[src/rtl/pulpemu_uart_rx_pkg.sv]
// Shared types and constants for the pulpemu UART receiver.
// The parity variant is enabled by defining PULPEMU_UART_RX_PARITY_EN.
package pulpemu_uart_pkg;

    typedef enum logic [2:0] {
        IDLE   = 3'd0,
        START  = 3'd1,
        DATA   = 3'd2,
        PARITY = 3'd3,
        STOP   = 3'd4,
        BRK    = 3'd5
    } uart_rx_state_e;

    localparam int         OVERSAMPLE  = 16;
    localparam logic [3:0] SAMPLE_A    = 4'd7;
    localparam logic [3:0] SAMPLE_B    = 4'd8;
    localparam logic [3:0] SAMPLE_C    = 4'd9;
    localparam logic [3:0] LAST_SAMPLE = 4'(OVERSAMPLE - 1);

    function automatic logic majority3(input logic a, input logic b, input logic c);
        return (a & b) | (a & c) | (b & c);
    endfunction

    function automatic logic parity8(input logic [7:0] d);
        return ^d;
    endfunction

endpackage

[src/rtl/pulpemu_uart_rx_fifo.sv]
// First-word fall-through FIFO for received bytes; pointers carry an extra
// wrap bit so full and empty are distinguishable.
module pulpemu_uart_rx_fifo #(
    parameter int DEPTH = 8,
    parameter int WIDTH = 8
) (
    input  logic             clk,
    input  logic             rst_n,
    input  logic             push,
    input  logic [WIDTH-1:0] wdata,
    output logic             full,
    input  logic             pop,
    output logic [WIDTH-1:0] rdata,
    output logic             empty
);

    localparam int AW = $clog2(DEPTH);

    logic [WIDTH-1:0] mem_r [DEPTH];
    logic [AW:0]      wr_ptr_r;
    logic [AW:0]      rd_ptr_r;
    logic             push_ok_s;
    logic             pop_ok_s;

    assign empty = (wr_ptr_r == rd_ptr_r);
    assign full  = (wr_ptr_r[AW] != rd_ptr_r[AW]) &&
                   (wr_ptr_r[AW-1:0] == rd_ptr_r[AW-1:0]);
    // A simultaneous pop frees the slot being written, so push proceeds even when full.
    assign push_ok_s = push && (!full || pop);
    assign pop_ok_s  = pop && !empty;
    assign rdata     = mem_r[rd_ptr_r[AW-1:0]];

    // Pointer registers.
    always_ff @(posedge clk or negedge rst_n) begin
        if (!rst_n) begin
            wr_ptr_r <= '0;
            rd_ptr_r <= '0;
        end else begin
            if (push_ok_s) begin
                wr_ptr_r <= wr_ptr_r + (AW+1)'(1);
            end
            if (pop_ok_s) begin
                rd_ptr_r <= rd_ptr_r + (AW+1)'(1);
            end
        end
    end

    // Storage array, cleared so the head reads zero out of reset.
    always_ff @(posedge clk or negedge rst_n) begin
        if (!rst_n) begin
            for (int i = 0; i < DEPTH; i++) begin
                mem_r[i] <= '0;
            end
        end else if (push_ok_s) begin
            mem_r[wr_ptr_r[AW-1:0]] <= wdata;
        end
    end

endmodule

[src/rtl/pulpemu_uart_rx.sv]
// 8N1 UART receiver with 16x oversampling, 7/8/9 majority vote and receive FIFO.
// Define PULPEMU_UART_RX_PARITY_EN to add a parity bit with parity_odd_i/parity_err_o.
module pulpemu_uart_rx
    import pulpemu_uart_pkg::*;
#(
    parameter int BAUD_DIV   = 27,
    parameter int FIFO_DEPTH = 8
) (
    input  logic       clk_i,
    input  logic       rstn_i,
    input  logic       rx_i,
`ifdef PULPEMU_UART_RX_PARITY_EN
    input  logic       parity_odd_i,
    output logic       parity_err_o,
`endif
    output logic [7:0] data_o,
    output logic       valid_o,
    input  logic       ready_i,
    output logic       frame_err_o,
    output logic       overrun_o,
    output logic       busy_o
);

    localparam int TW = $clog2(BAUD_DIV);

    uart_rx_state_e state_r;
    uart_rx_state_e state_next_s;

    logic          rx_meta_r;
    logic          rx_sync_r;
    logic          rx_prev_r;
    logic [TW-1:0] tick_cnt_r;
    logic [3:0]    sample_cnt_r;
    logic [2:0]    bit_cnt_r;
    logic [7:0]    shift_r;
    logic          samp_a_r;
    logic          samp_b_r;
    logic          frame_err_r;
    logic          overrun_r;

    logic          tick_s;
    logic          decide_s;
    logic          rollover_s;
    logic          maj_s;
    logic          drop_s;
    logic          push_s;
    logic          pop_s;
    logic          frame_err_s;
    logic          overrun_s;
    logic          fifo_full_s;
    logic          fifo_empty_s;

`ifdef PULPEMU_UART_RX_PARITY_EN
    logic          parity_odd_r;
    logic          drop_r;
    logic          parity_err_r;
    logic          parity_err_s;
    assign drop_s       = drop_r;
    assign parity_err_o = parity_err_r;
`else
    assign drop_s = 1'b0;
`endif

    assign tick_s      = (tick_cnt_r == TW'(BAUD_DIV - 1));
    assign decide_s    = tick_s && (sample_cnt_r == SAMPLE_C);
    assign rollover_s  = tick_s && (sample_cnt_r == LAST_SAMPLE);
    assign maj_s       = majority3(samp_a_r, samp_b_r, rx_sync_r);
    assign pop_s       = ready_i && !fifo_empty_s;
    assign valid_o     = !fifo_empty_s;
    assign busy_o      = (state_r != IDLE);
    assign frame_err_o = frame_err_r;
    assign overrun_o   = overrun_r;

    // State register.
    always_ff @(posedge clk_i or negedge rstn_i) begin
        if (!rstn_i) begin
            state_r <= IDLE;
        end else begin
            state_r <= state_next_s;
        end
    end

    // Next-state logic and per-frame event strobes.
    always_comb begin
        state_next_s = state_r;
        push_s       = 1'b0;
        frame_err_s  = 1'b0;
        overrun_s    = 1'b0;
`ifdef PULPEMU_UART_RX_PARITY_EN
        parity_err_s = 1'b0;
`endif
        case (state_r)
            IDLE: begin
                if (rx_prev_r && !rx_sync_r) begin
                    state_next_s = START;
                end else begin
                    state_next_s = IDLE;
                end
            end
            START: begin
                if (decide_s && maj_s) begin
                    state_next_s = IDLE;
                end else if (rollover_s) begin
                    state_next_s = DATA;
                end else begin
                    state_next_s = START;
                end
            end
            DATA: begin
                if (rollover_s && (bit_cnt_r == 3'd7)) begin
`ifdef PULPEMU_UART_RX_PARITY_EN
                    state_next_s = PARITY;
`else
                    state_next_s = STOP;
`endif
                end else begin
                    state_next_s = DATA;
                end
            end
            PARITY: begin
`ifdef PULPEMU_UART_RX_PARITY_EN
                if (decide_s && ((parity8(shift_r) ^ maj_s) != parity_odd_r)) begin
                    parity_err_s = 1'b1;
                end else begin
                    parity_err_s = 1'b0;
                end
`endif
                if (rollover_s) begin
                    state_next_s = STOP;
                end else begin
                    state_next_s = PARITY;
                end
            end
            STOP: begin
                // Leave at the decision rather than sample 15 to tolerate skew on back-to-back frames.
                if (decide_s && maj_s) begin
                    state_next_s = IDLE;
                    if (drop_s) begin
                        push_s = 1'b0;
                    end else if (fifo_full_s && !pop_s) begin
                        overrun_s = 1'b1;
                    end else begin
                        push_s = 1'b1;
                    end
                end else if (decide_s) begin
                    frame_err_s  = 1'b1;
                    state_next_s = BRK;
                end else begin
                    state_next_s = STOP;
                end
            end
            BRK: begin
                if (rx_sync_r) begin
                    state_next_s = IDLE;
                end else begin
                    state_next_s = BRK;
                end
            end
            default: begin
                state_next_s = IDLE;
            end
        endcase
    end

    // Input synchronizer, oversampling counters, shift register and pulse outputs.
    always_ff @(posedge clk_i or negedge rstn_i) begin
        if (!rstn_i) begin
            rx_meta_r    <= 1'b1;
            rx_sync_r    <= 1'b1;
            rx_prev_r    <= 1'b1;
            tick_cnt_r   <= '0;
            sample_cnt_r <= 4'd0;
            bit_cnt_r    <= 3'd0;
            shift_r      <= 8'd0;
            samp_a_r     <= 1'b1;
            samp_b_r     <= 1'b1;
            frame_err_r  <= 1'b0;
            overrun_r    <= 1'b0;
        end else begin
            rx_meta_r   <= rx_i;
            rx_sync_r   <= rx_meta_r;
            rx_prev_r   <= rx_sync_r;
            frame_err_r <= frame_err_s;
            overrun_r   <= overrun_s;
            if (state_r == IDLE) begin
                tick_cnt_r   <= '0;
                sample_cnt_r <= 4'd0;
                bit_cnt_r    <= 3'd0;
            end else begin
                tick_cnt_r <= tick_s ? '0 : tick_cnt_r + TW'(1);
                if (tick_s) begin
                    sample_cnt_r <= sample_cnt_r + 4'd1;
                end
                if ((state_r == DATA) && rollover_s) begin
                    bit_cnt_r <= bit_cnt_r + 3'd1;
                end
            end
            if (tick_s && (sample_cnt_r == SAMPLE_A)) begin
                samp_a_r <= rx_sync_r;
            end
            if (tick_s && (sample_cnt_r == SAMPLE_B)) begin
                samp_b_r <= rx_sync_r;
            end
            if ((state_r == DATA) && decide_s) begin
                shift_r <= {maj_s, shift_r[7:1]};
            end
        end
    end

`ifdef PULPEMU_UART_RX_PARITY_EN
    // Parity mode capture at frame start and per-frame drop flag.
    always_ff @(posedge clk_i or negedge rstn_i) begin
        if (!rstn_i) begin
            parity_odd_r <= 1'b0;
            drop_r       <= 1'b0;
            parity_err_r <= 1'b0;
        end else begin
            parity_err_r <= parity_err_s;
            if ((state_r == IDLE) && (state_next_s == START)) begin
                parity_odd_r <= parity_odd_i;
                drop_r       <= 1'b0;
            end else if (parity_err_s) begin
                drop_r <= 1'b1;
            end
        end
    end
`endif

    pulpemu_uart_rx_fifo #(
        .DEPTH (FIFO_DEPTH),
        .WIDTH (8)
    ) u_fifo (
        .clk   (clk_i),
        .rst_n (rstn_i),
        .push  (push_s),
        .wdata (shift_r),
        .full  (fifo_full_s),
        .pop   (pop_s),
        .rdata (data_o),
        .empty (fifo_empty_s)
    );

endmodule

[config.mk]
export PLATFORM = sky130hd
export DESIGN_NAME = pulpemu_uart_rx
export DESIGN_NICKNAME = d
export VERILOG_FILES = /design/src/rtl/pulpemu_uart_rx_pkg.sv /design/src/rtl/pulpemu_uart_rx_fifo.sv /design/src/rtl/pulpemu_uart_rx.sv
export SDC_FILE = /design/constraint.sdc
export NUM_CORES = 1
export LEC_CHECK = 0
export ABC_AREA = 0
export CAP_MARGIN = 20
export CORE_ASPECT_RATIO = 2
export CORE_MARGIN = 2
export CORE_UTILIZATION = 40
export CTS_BUF_LIST = sky130_fd_sc_hd__clkbuf_16
export DETAILED_ROUTE_END_ITERATION = 16
export DONT_BUFFER_PORTS = 1
export GPL_ROUTABILITY_DRIVEN = 0
export PLACE_DENSITY = 0.57
export SETUP_SLACK_MARGIN = 0.3
export SLEW_MARGIN = 25
export SYNTH_ARGS = -nofsm -noshare
export SYNTH_HDL_FRONTEND = slang
export SYNTH_HIERARCHICAL = 1
export SYNTH_SLANG_ARGS = --single-unit
export TNS_END_PERCENT = 100
[constraint.sdc]
create_clock -name clk_i -period 3.74 [get_ports clk_i]
set_clock_uncertainty 0.1 [all_clocks]
set_input_delay 0.561 -clock clk_i [delete_from_list [all_inputs] [get_ports clk_i]]
set_output_delay 0.561 -clock clk_i [all_outputs]
set_load 0.02 [all_outputs]
# --- Yosys cells after proc, flatten, opt, wreduce, memory -nomap -nowiden ---
# Cells that the tools add are included.
totals:
  ff_bits: 102
  latchBits: 0
  mem_bits_rw: 0
  mem_bits_ro: 0
  out_inout_bits: 12
  mem_count: 0
classes:
  add_sub_neg: 5
  mul: 0
  div: 0
  order_cmp: 3
  eq_ne: 14
  shifts: 0
  muxes: 30
  bitwise_logic: 7
  n_reduce_logical: 24
ops:
  columns: ["operator", "count"]
  rows:
  - ["$bwmux 64", 1]
  - ["$bmux 8 s3", 1]
  - ["$demux 8 s3", 1]
  - ["$mux 8", 3]
  - ["$mux 3", 6]
  - ["$pmux 3 s6", 1]
  - ["$logic_and 1x1->1", 15]
  - ["$add 4x1->4 const B", 3]
  - ["$eq 4x4->1 const B", 3]
  - ["$mux 1", 11]
  - ["$mux 5", 2]
  - ["$eq 3x3->1 const B", 3]
  - ["$ge 4x4->1 const B", 2]
  - ["$mux 4", 2]
  - ["$not 3->4", 2]
  - ["$eq 3x2->1 const B", 2]
  - ["$add 5x1->5 const B", 1]
  - ["$eq 5x5->1 const B", 1]
  - ["$eq 4x3->1 const B", 1]
  - ["$eq 4x4->1", 1]
  - ["$logic_not 1->1", 4]
  - ["$lt 4x1->1 const B", 1]
  - ["$mux 2", 2]
  - ["$reduce_bool 2->1", 2]
  - ["other kinds (9)", 12]

# --- Longest topological paths before layout ---
# Gate-level depths: netlist of the first run.
logic_depth:
  ltp_word: 9
  depth_mapped: 12
  depth_no_buf: 10

# --- Hierarchy ---
# Netlist of the first run, hierarchy kept.
by_module_without_submodules:
  columns: ["module", "n_inst", "cells_each", "area_per_inst_um2"]
  rows:
  - ["pulpemu_uart_rx_fifo", 1, 215, 3524.6]
  - ["pulpemu_uart_rx", 1, 125, 1410.1]

# --- Least setup slack after synthesis of the first run ---
# No wires, ideal clock.
synth_timing:
  path_kind: "register to register"
  start: "register u_fifo.wr_ptr_r[0]"
  end: "register u_fifo/mem_r[30] (netlist bit)"
  arrival_time_ns: 2.740
  setup_slack_ns: 0.773
  path_stages_with_launch: 13
  path_buffers: 2
  period_less_slack_ns: 2.967
  path_cell_list: "dfrtp_1 buf_4 xor2_4 or2_2 nor3_1 inv_1 nand2_1 inv_1 nand2b_1 nor4_4 or4_1 buf_4 mux2_1"
synth_via:
  elab_chain_len: 9
synth_lines:
  columns: ["element", "line_no", "rtl"]
  rows:
  - ["start: declaration", "pulpemu_uart_rx_fifo.sv:20", "logic [AW:0] wr_ptr_r;"]
  - ["start signal: assignment", "pulpemu_uart_rx_fifo.sv:40", "wr_ptr_r <= wr_ptr_r + (AW+1)'(1);"]
  - ["$eq 4x4->1 *", "pulpemu_uart_rx_fifo.sv:25", "assign empty = (wr_ptr_r == rd_ptr_r);"]
  - ["via fifo_empty_s", "pulpemu_uart_rx.sv:51", "logic fifo_empty_s;"]
  - ["$logic_not 1->1 *", null, null]
  - ["via valid_o", "pulpemu_uart_rx.sv:17", "output logic valid_o,"]
  - ["$logic_and 1x1->1 *", "pulpemu_uart_rx.sv:68", "assign pop_s = ready_i && !fifo_empty_s;"]
  - ["via pop_s", "pulpemu_uart_rx.sv:47", "logic pop_s;"]
  - ["$logic_not 1->1", "pulpemu_uart_rx.sv:140", "end else if (fifo_full_s && !pop_s) begin"]
  - ["$logic_and 1x1->1", "pulpemu_uart_rx.sv:140", null]
  - ["$mux 1", "pulpemu_uart_rx.sv:140", null]
  - ["$mux 1", "pulpemu_uart_rx.sv:136", "if (decide_s && maj_s) begin"]
  - ["$mux 1", "pulpemu_uart_rx.sv:92", "case (state_r)"]
  - ["$logic_and 1x1->1 *", "pulpemu_uart_rx_fifo.sv:29", "assign push_ok_s = push && (!full || pop);"]
  - ["end signal: indexed assignment", "pulpemu_uart_rx_fifo.sv:55", "mem_r[wr_ptr_r[AW-1:0]] <= wdata;"]
  - ["end: declaration", "pulpemu_uart_rx_fifo.sv:19", "logic [WIDTH-1:0] mem_r [DEPTH];"]
# Mark *: on every way through the listed nets, which the timed path passes. The rest lies on a longest branch.
# A chain may end at the register's enable or synchronous reset.

# --- Worst setup path in the final report of the first run ---
layout_timing:
  start: "register u_fifo.wr_ptr_r[0]"
  end: "register u_fifo/mem_r[53] (netlist bit)"
layout_via:
  elab_chain_len: 9
layout_lines:
  columns: ["element", "line_no"]
  rows:
  - ["$eq 4x4->1 *", "pulpemu_uart_rx_fifo.sv:25"]
  - ["via fifo_empty_s", "pulpemu_uart_rx.sv:51"]
  - ["$logic_not 1->1 *", "pulpemu_uart_rx.sv:68"]
  - ["$logic_and 1x1->1 *", "pulpemu_uart_rx.sv:68"]
  - ["via pop_s", "pulpemu_uart_rx.sv:47"]
  - ["$logic_not 1->1", "pulpemu_uart_rx.sv:140"]
  - ["$logic_and 1x1->1", "pulpemu_uart_rx.sv:140"]
  - ["$mux 1", "pulpemu_uart_rx.sv:140"]
  - ["$mux 1", "pulpemu_uart_rx.sv:136"]
  - ["$mux 1", "pulpemu_uart_rx.sv:92"]
  - ["$logic_and 1x1->1 *", "pulpemu_uart_rx_fifo.sv:29"]
# Marks and branches as above.

==> metrics.md, run 1 <==
| Metric | Value |
|---|---|
| Status | `complete, no violations` |
| Crit end category | `flip-flop` |
| Initial antenna violation count | `0` |
| Crit path launch type | `flip-flop` |
| Seq pwr share | `46.1%` |
| Initial Util | `40.7%` |
| Critical Path AT | `3.36 ns` |
| Int Pwr | `0.00188 W` |
| Final Util | `45.2%` |
| Post-Route WL | `9.98 mm` |
| Pre-CTS WS | `0.397 ns` |
| Final setup vio count | `0` |
| Synthesized area | `0.00493 mm2` |
| Post-synthesis mux area share | `27.8%` |
| Vias in the first global route | `2955` |
| Fin crit period | `3.24 ns` |
| Clock share of power | `35.2%` |
| Final Cycle Share | `86.6%` |
| Area of placed instances | `0.00513 mm2` |
| Post-synth EDFFs | `0` |
| Post-Synth XOR/XNOR Area | `3.52%` |
| Worst vdd ir | `0.304 mV` |
| Final layout net count | `367` |
| Die height | `161 um` |
| Top post-synthesis cells by area | `dfrtp_1 49%, mux2_2 16%, mux4_2 7.3%, mux2_4 4.6%, dfstp_2 2.7%` |
| Top delay family on crit path | `simple AND/OR/NAND/NOR gates` |
| Synth-to-Final Area Change | `11.0%` |
| Ys Warns | `6` |
| IO buf count | `0` |
| GR Overflow Total | `0` |
| Switching power | `0.000761 W` |
| Comb pwr share | `18.7%` |
| GRT Resource Usage Total | `16.6%` |
| CP Max Fanout | `10` |
| Clk buf depth | `2` |
| Worst-margin pin slew | `0.952 ns` |
| Maximum clock rate | `0.309 GHz` |
| Max_cap viols | `0` |
| First-pass GRT wire length | `16.2 mm` |
| Final setup margin | `0.501 ns` |
| Hold Path Class | `in2async` |
| Clock sinks | `102` |
| Async set-reset flop share out of synthesis | `100%` |
| CTS root buffer | `clkbuf_16` |
| Fin Hold WS | `0.0363 ns` |
| Routed vias | `2784` |
| Final Cell Area | `0.00548 mm2` |
| Number of core rows | `57` |
| Pleak | `2.57 nW` |
| Most frequent CP cell | `inv_1` |
| Remaining DRCs | `0` |
| Stages on worst setup path | `10` |
| CP Cell Sequence | `xor2_4, or2_2, nor3_1, inv_1, nand2_1, inv_1, nor2_1, or4b_1, nand2_2, mux2_2` |
| RSZ-0062 raised after global routing | `false` |
| Slew headroom | `35.7%` |
| Largest net degree at the start of global routing | `103` |
| Sw Ratio | `28.8%` |
| CP max stage cell | `dfrtp_1` |
| Post-synth top area share | `49.2%` |
| Core area | `0.0121 mm2` |
| Ys flop type | `dfrtp_1` |
| Crit-path max cell delay | `0.56 ns` |
| Layout cell share with drive strength beyond 1 | `42.6%` |
| Crit path required time | `3.86 ns` |
| Post-Synth Adder-Cell Area | `2.48%` |
| Die area | `0.0133 mm2` |
| DRT iter0 DRCs | `142` |
| Reg2Reg Depth | `10` |
| Post-synthesis cell count | `340` |
| Mean Syn Cell Area | `14.5 um2` |
| Num ports | `16` |
| Main combinational cell family by area after synthesis | `multiplexers` |
| Num CTS Buffers | `9` |
| DR pass1 iterations | `4` |
| Distinct cells, synth | `52` |
| Via density | `5.50` |
| PD cells | `482 mW/mm2` |
| TNS Setup | `0 ns` |
| Skew-Pair Late Insertion Delay | `0.34 ns` |
| Post-synthesis sequential area ratio | `51.9%` |
| Compound-cell area share of the yosys netlist | `2.46%` |
| Buf+Inv Stages, Crit Path | `2` |
| Simple-Gate Fraction of Synth Area | `9.61%` |
| Area leader, netlist | `dfrtp_1` |
| Number of failing hold endpoints at the final stage | `0` |
| Number of routed nets with antenna violations | `0` |
| Chip width | `82.5 um` |
| Slew Viols, Final | `0` |
| Avg WL per Cell | `19.7 um` |
| Syn nets | `353` |
| Crit Path Category | `reg2reg` |
| # diodes | `0` |
| Detailed placement HPWL | `6.97 mm` |
| CTS tree | `built` |
| Flops & latches, synth | `102` |
| Clock transition at path regs | `0.07 ns` |
| H-tree depth | `3` |
## metrics by stage
| stage | total power, W | instances |
|---|---|---|
| floorplan | 0.00160 | 340 |
| global route | 0.00277 | 506 |
| CTS | 0.00269 | 504 |
| finish | 0.00264 | 506 |
| detailed placement | 0.00172 | 487 |
| global placement | 0.00172 | 487 |
## cell usage after synthesis, types with 3 or more instances
cell       n
clkbuf_1   4
nor2_1    19
xor2_1     9
nand2_1   10
dfrtp_1   97
nand2_2    3
inv_1      9
mux2_2    68
nand4_1    6
mux4_2    16
dfstp_2    5
nand3_1    9
nor3_1     4
a21oi_1    4
mux2_4    15
ha_1       9
o21ai_0    4
xnor2_1    4
buf_4      4
## power groups by stage
stage / combinational (W) / sequential (W) / clock (W)
after detailed placement: 0.000479 / 0.00124 / 0
final: 0.000493 / 0.00122 / 0.000929
after global placement: 0.000478 / 0.00124 / 0
after global routing: 0.000542 / 0.00122 / 0.00100
after floorplan: 0.000388 / 0.00121 / 0
after CTS: 0.000506 / 0.00122 / 0.000962
## logic make-up (layout without fill, tap and decap cells)
| group | count (synthesis) | after routing |
|---|---|---|
| flops | 102 | 102 |
| mux | 101 | 101 |
| simple gates | 73 | 73 |
| buf+inv | 21 | 40 |
| compound gates | 17 | 17 |
| xor+xnor | 16 | 16 |
| fa+ha+maj | 10 | 10 |
## cell usage in the layout, fill, tap and decap left out, types with 3 or more instances in the layout
cell	instances
dfrtp_1	97
mux2_2	68
nor2_1	19
mux4_2	16
mux2_4	15
buf_4	14
inv_1	10
nand2_1	10
nand3_1	9
xor2_1	9
ha_1	9
clkbuf_16	9
nand4_1	6
dfstp_2	5
nor3_1	4
xnor2_1	4
o21ai_0	4
a21oi_1	4
nand2_2	3
## worst register-to-register path: stages (launching register included)
cell	delay, ns
dfrtp_1	0.56
xor2_4	0.27
or2_2	0.34
nor3_1	0.20
inv_1	0.07
nand2_1	0.11
inv_1	0.11
nor2_1	0.10
or4b_1	0.56
nand2_2	0.32
mux2_2	0.38
## sequential cells by signal, indices dropped and copies added (netlist names), 3 cells and up
signal and count:
u_fifo/rd_ptr_r 4, sample_cnt_r 4, u_fifo/wr_ptr_r 4, shift_r 8, tick_cnt_r 5, state_r 3
u_fifo/mem_r 64, bit_cnt_r 3
## final cells by class
| class | count | area, um2 |
|---|---|---|
| clock buffer | 9 | 225 |
| clock inverter | 7 | 72.6 |
| fill | 1102 | 6650 |
| inverter | 9 | 33.8 |
| multi-input combinational | 217 | 2270 |
| sequential | 102 | 2560 |
| tap | 147 | 184 |
| timing repair buffer | 15 | 133 |
## path summary, 6_finish.rpt
path / end / from / slack (ns)
hold reg to reg: rx_sync_r$_DFF_PN1_ / rx_meta_r$_DFF_PN1_ / 0.26
max in group asynchronous: rx_meta_r$_DFF_PN1_ / rstn_i / 3.10
setup / recovery: u_fifo/mem_r[53]$_DFFE_PN0P_ / u_fifo/wr_ptr_r[0]$_DFFE_PN0P_ / 0.50
min in group clk_i: rx_meta_r$_DFF_PN1_ / rx_i / 0.11
hold / removal: tick_cnt_r[4]$_DFF_PN0_ / rstn_i / 0.04
setup reg to reg: u_fifo/mem_r[53]$_DFFE_PN0P_ / u_fifo/wr_ptr_r[0]$_DFFE_PN0P_ / 0.50
## layer usage
metal	GRT usage (%)	part of all wire, %
met1	19.3	39
met3	2.51	1.4
met4	5.74	1.5
met2	30.2	58
met5	0	0
## timing repair
action,4_1_cts,5_1_grt
hold endpoints to repair,102,0
hold buffers,1,0
setup buffers,0,2
setup endpoints to repair,0,24
resized for setup,0,2
Power figures use the tool's default switching activity.
==> inputs of run 2 (changes only) <==
- BUFFER_PORTS_ARGS: default -> -buffer_cell sky130_fd_sc_hd__buf_2
- DONT_BUFFER_PORTS: 1 -> default
- PLACE_DENSITY: 0.57 -> 0.58
==> run 2 against run 1 <==
Critical path depth grew 1. Combinational power up 2%. Via count is 1.4% higher. Critical path type unchanged. Critical endpoint is now u_fifo/mem_r[35]$_DFFE_PN0P_.
==> metrics.md, run 2 (same netlist as run 1, synthesis figures left out) <==
| Metric | Value |
|---|---|
| Die height | `161 um` |
| Largest regs | `u_fifo/mem_r (64), shift_r (8), tick_cnt_r (5)` |
| DR pass1 iterations | `4` |
| First-pass GRT wire length | `16.9 mm` |
| Via density | `5.45` |
| PD cells | `484 mW/mm2` |
| Final Util | `45.9%` |
| Max_cap viols | `0` |
| CP Max Fanout | `10` |
| Worst vdd ir | `0.347 mV` |
| Die area | `0.0133 mm2` |
| Status | `complete, no violations` |
| Clock transition at path regs | `0.06 ns` |
| Most frequent cells in the layout | `95 x dfrtp_1, 68 x mux2_2, 19 x nor2_1` |
| Final setup vio count | `0` |
| Post-Route WL | `10.3 mm` |
| Routed vias | `2823` |
| Pleak | `2.62 nW` |
| Most common cell after layout, fill and taps aside | `dfrtp_1` |
| Hold Path Class | `in2async` |
| Initial antenna violation count | `0` |
| Non-filler cells in the finished layout | `518` |
| Avg WL per Cell | `20.0 um` |
| Number of failing hold endpoints at the final stage | `0` |
| Chip width | `82.5 um` |
| Slew headroom | `56.7%` |
| Crit path required time | `3.86 ns` |
| Vias in the first global route | `3080` |
| Maximum clock rate | `0.312 GHz` |
| CTS resizes | `0` |
| Remaining DRCs | `0` |
| Number of core rows | `57` |
| CTS tree | `built` |
| Crit end category | `flip-flop` |
| Synth-to-Final Area Change | `12.7%` |
| Crit path launch type | `flip-flop` |
| Placed Cells | `504` |
| Detailed placement HPWL | `7.20 mm` |
| Worst-margin pin slew | `0.642 ns` |
| Critical Path AT | `3.33 ns` |
| GRT Resource Usage Total | `17.4%` |
| Num ports | `16` |
| Initial Util | `40.7%` |
| GR Overflow Total | `0` |
| # diodes | `0` |
| Overall Power | `0.00269 W` |
| Slew Viols, Final | `0` |
| Core area | `0.0121 mm2` |
| Max reg flops | `64` |
| TNS Setup | `0 ns` |
| Final Cycle Share | `85.7%` |
| CTS Hold Bufs | `0` |
| Fin Hold WS | `0.147 ns` |
| RSZ-0062 raised after global routing | `false` |
| Layout cell share with drive strength beyond 1 | `45.6%` |
| Post-CTS Setup Inserts | `0` |
| Num CTS Buffers | `9` |
| Crit Path Category | `reg2reg` |
| Biggest register | `u_fifo/mem_r` |
| Clock sinks | `102` |
| Final layout net count | `381` |
| Largest net degree at the start of global routing | `103` |
| Clk buf depth | `2` |
| IO buf count | `15` |
| Skew-Pair Late Insertion Delay | `0.34 ns` |
| DRT iter0 DRCs | `119` |
| Fin crit period | `3.20 ns` |
| H-tree depth | `3` |
| CTS root buffer | `clkbuf_16` |
| Number of routed nets with antenna violations | `0` |
## run 2: cell types whose count changed in the layout (fill, tap and decap cells not counted), moves of 2 or more
cell / previous run / this run
dfrtp_2: 0 / 2
dfrtp_1: 97 / 95
clkinv_4: 2 / 0
clkinvlp_4: 0 / 2
buf_2: 0 / 14
## run 2: through the flow
step | area (um2) | worst slack [ns]
6_report | 5560 | 0.536
5_1_grt | 5560 | 0.347
4_1_cts | 5550 | 0.432
3_5_place_dp | 5240 | 0.470
3_3_place_gp | 5240 | 0.452
2_1_floorplan | 4930 | 0.773
## run 2: final cells by class
cell class                 count  area [um2]
fill                        1117        6570
sequential                   102        2560
multi-input combinational    217        2280
clock buffer                   9         225
timing repair buffer          29         195
tap                          147         184
clock inverter                 5        83.8
inverter                       9        33.8
## run 2: worst max-delay path: stages (launching register included)
cell and delay, ns:
dfrtp_2 0.49, xor2_2 0.24, or2_2 0.37, nor3_1 0.19
inv_1 0.07, nand2_1 0.13, inv_1 0.12, nor2_1 0.11
or4b_1 0.57, nor3b_4 0.21, buf_4 0.18, mux2_4 0.31
## run 2: path summary, 6_finish.rpt
check / startpoint / end / slack, ns / depth (start not counted)
max: u_fifo/wr_ptr_r[1]$_DFFE_PN0P_ / u_fifo/mem_r[35]$_DFFE_PN0P_ / 0.54 / 11
min reg2reg: rx_meta_r$_DFF_PN1_ / rx_sync_r$_DFF_PN1_ / 0.26 / 0
min: rstn_i / tick_cnt_r[3]$_DFF_PN0_ / 0.15 / 2
max reg2reg: u_fifo/wr_ptr_r[1]$_DFFE_PN0P_ / u_fifo/mem_r[35]$_DFFE_PN0P_ / 0.54 / 11
max in group asynchronous: rstn_i / u_fifo/wr_ptr_r[0]$_DFFE_PN0P_ / 2.90 / 2
min in group clk_i: rx_i / rx_meta_r$_DFF_PN1_ / 0.22 / 1
## run 2: per-layer routing
| metal | up-vias | routed length (um) | global-route usage (%) |
|---|---|---|---|
| met2 | 38 | 5880 | 31.3 |
| met4 | 0 | 241 | 6.26 |
| met3 | 13 | 204 | 2.91 |
| met5 | - | 0 | 0 |
| met1 | 1486 | 4010 | 20.1 |
| li1 | 1286 | - | - |
## run 2: report_power, final
group	internal, W	leakage (nW)	total, W	switching, W
sequential	0.00116	1.38	0.00122	0.0000635
combinational	0.000201	1.10	0.000501	0.000300
clock	0.000581	0.144	0.000970	0.000389
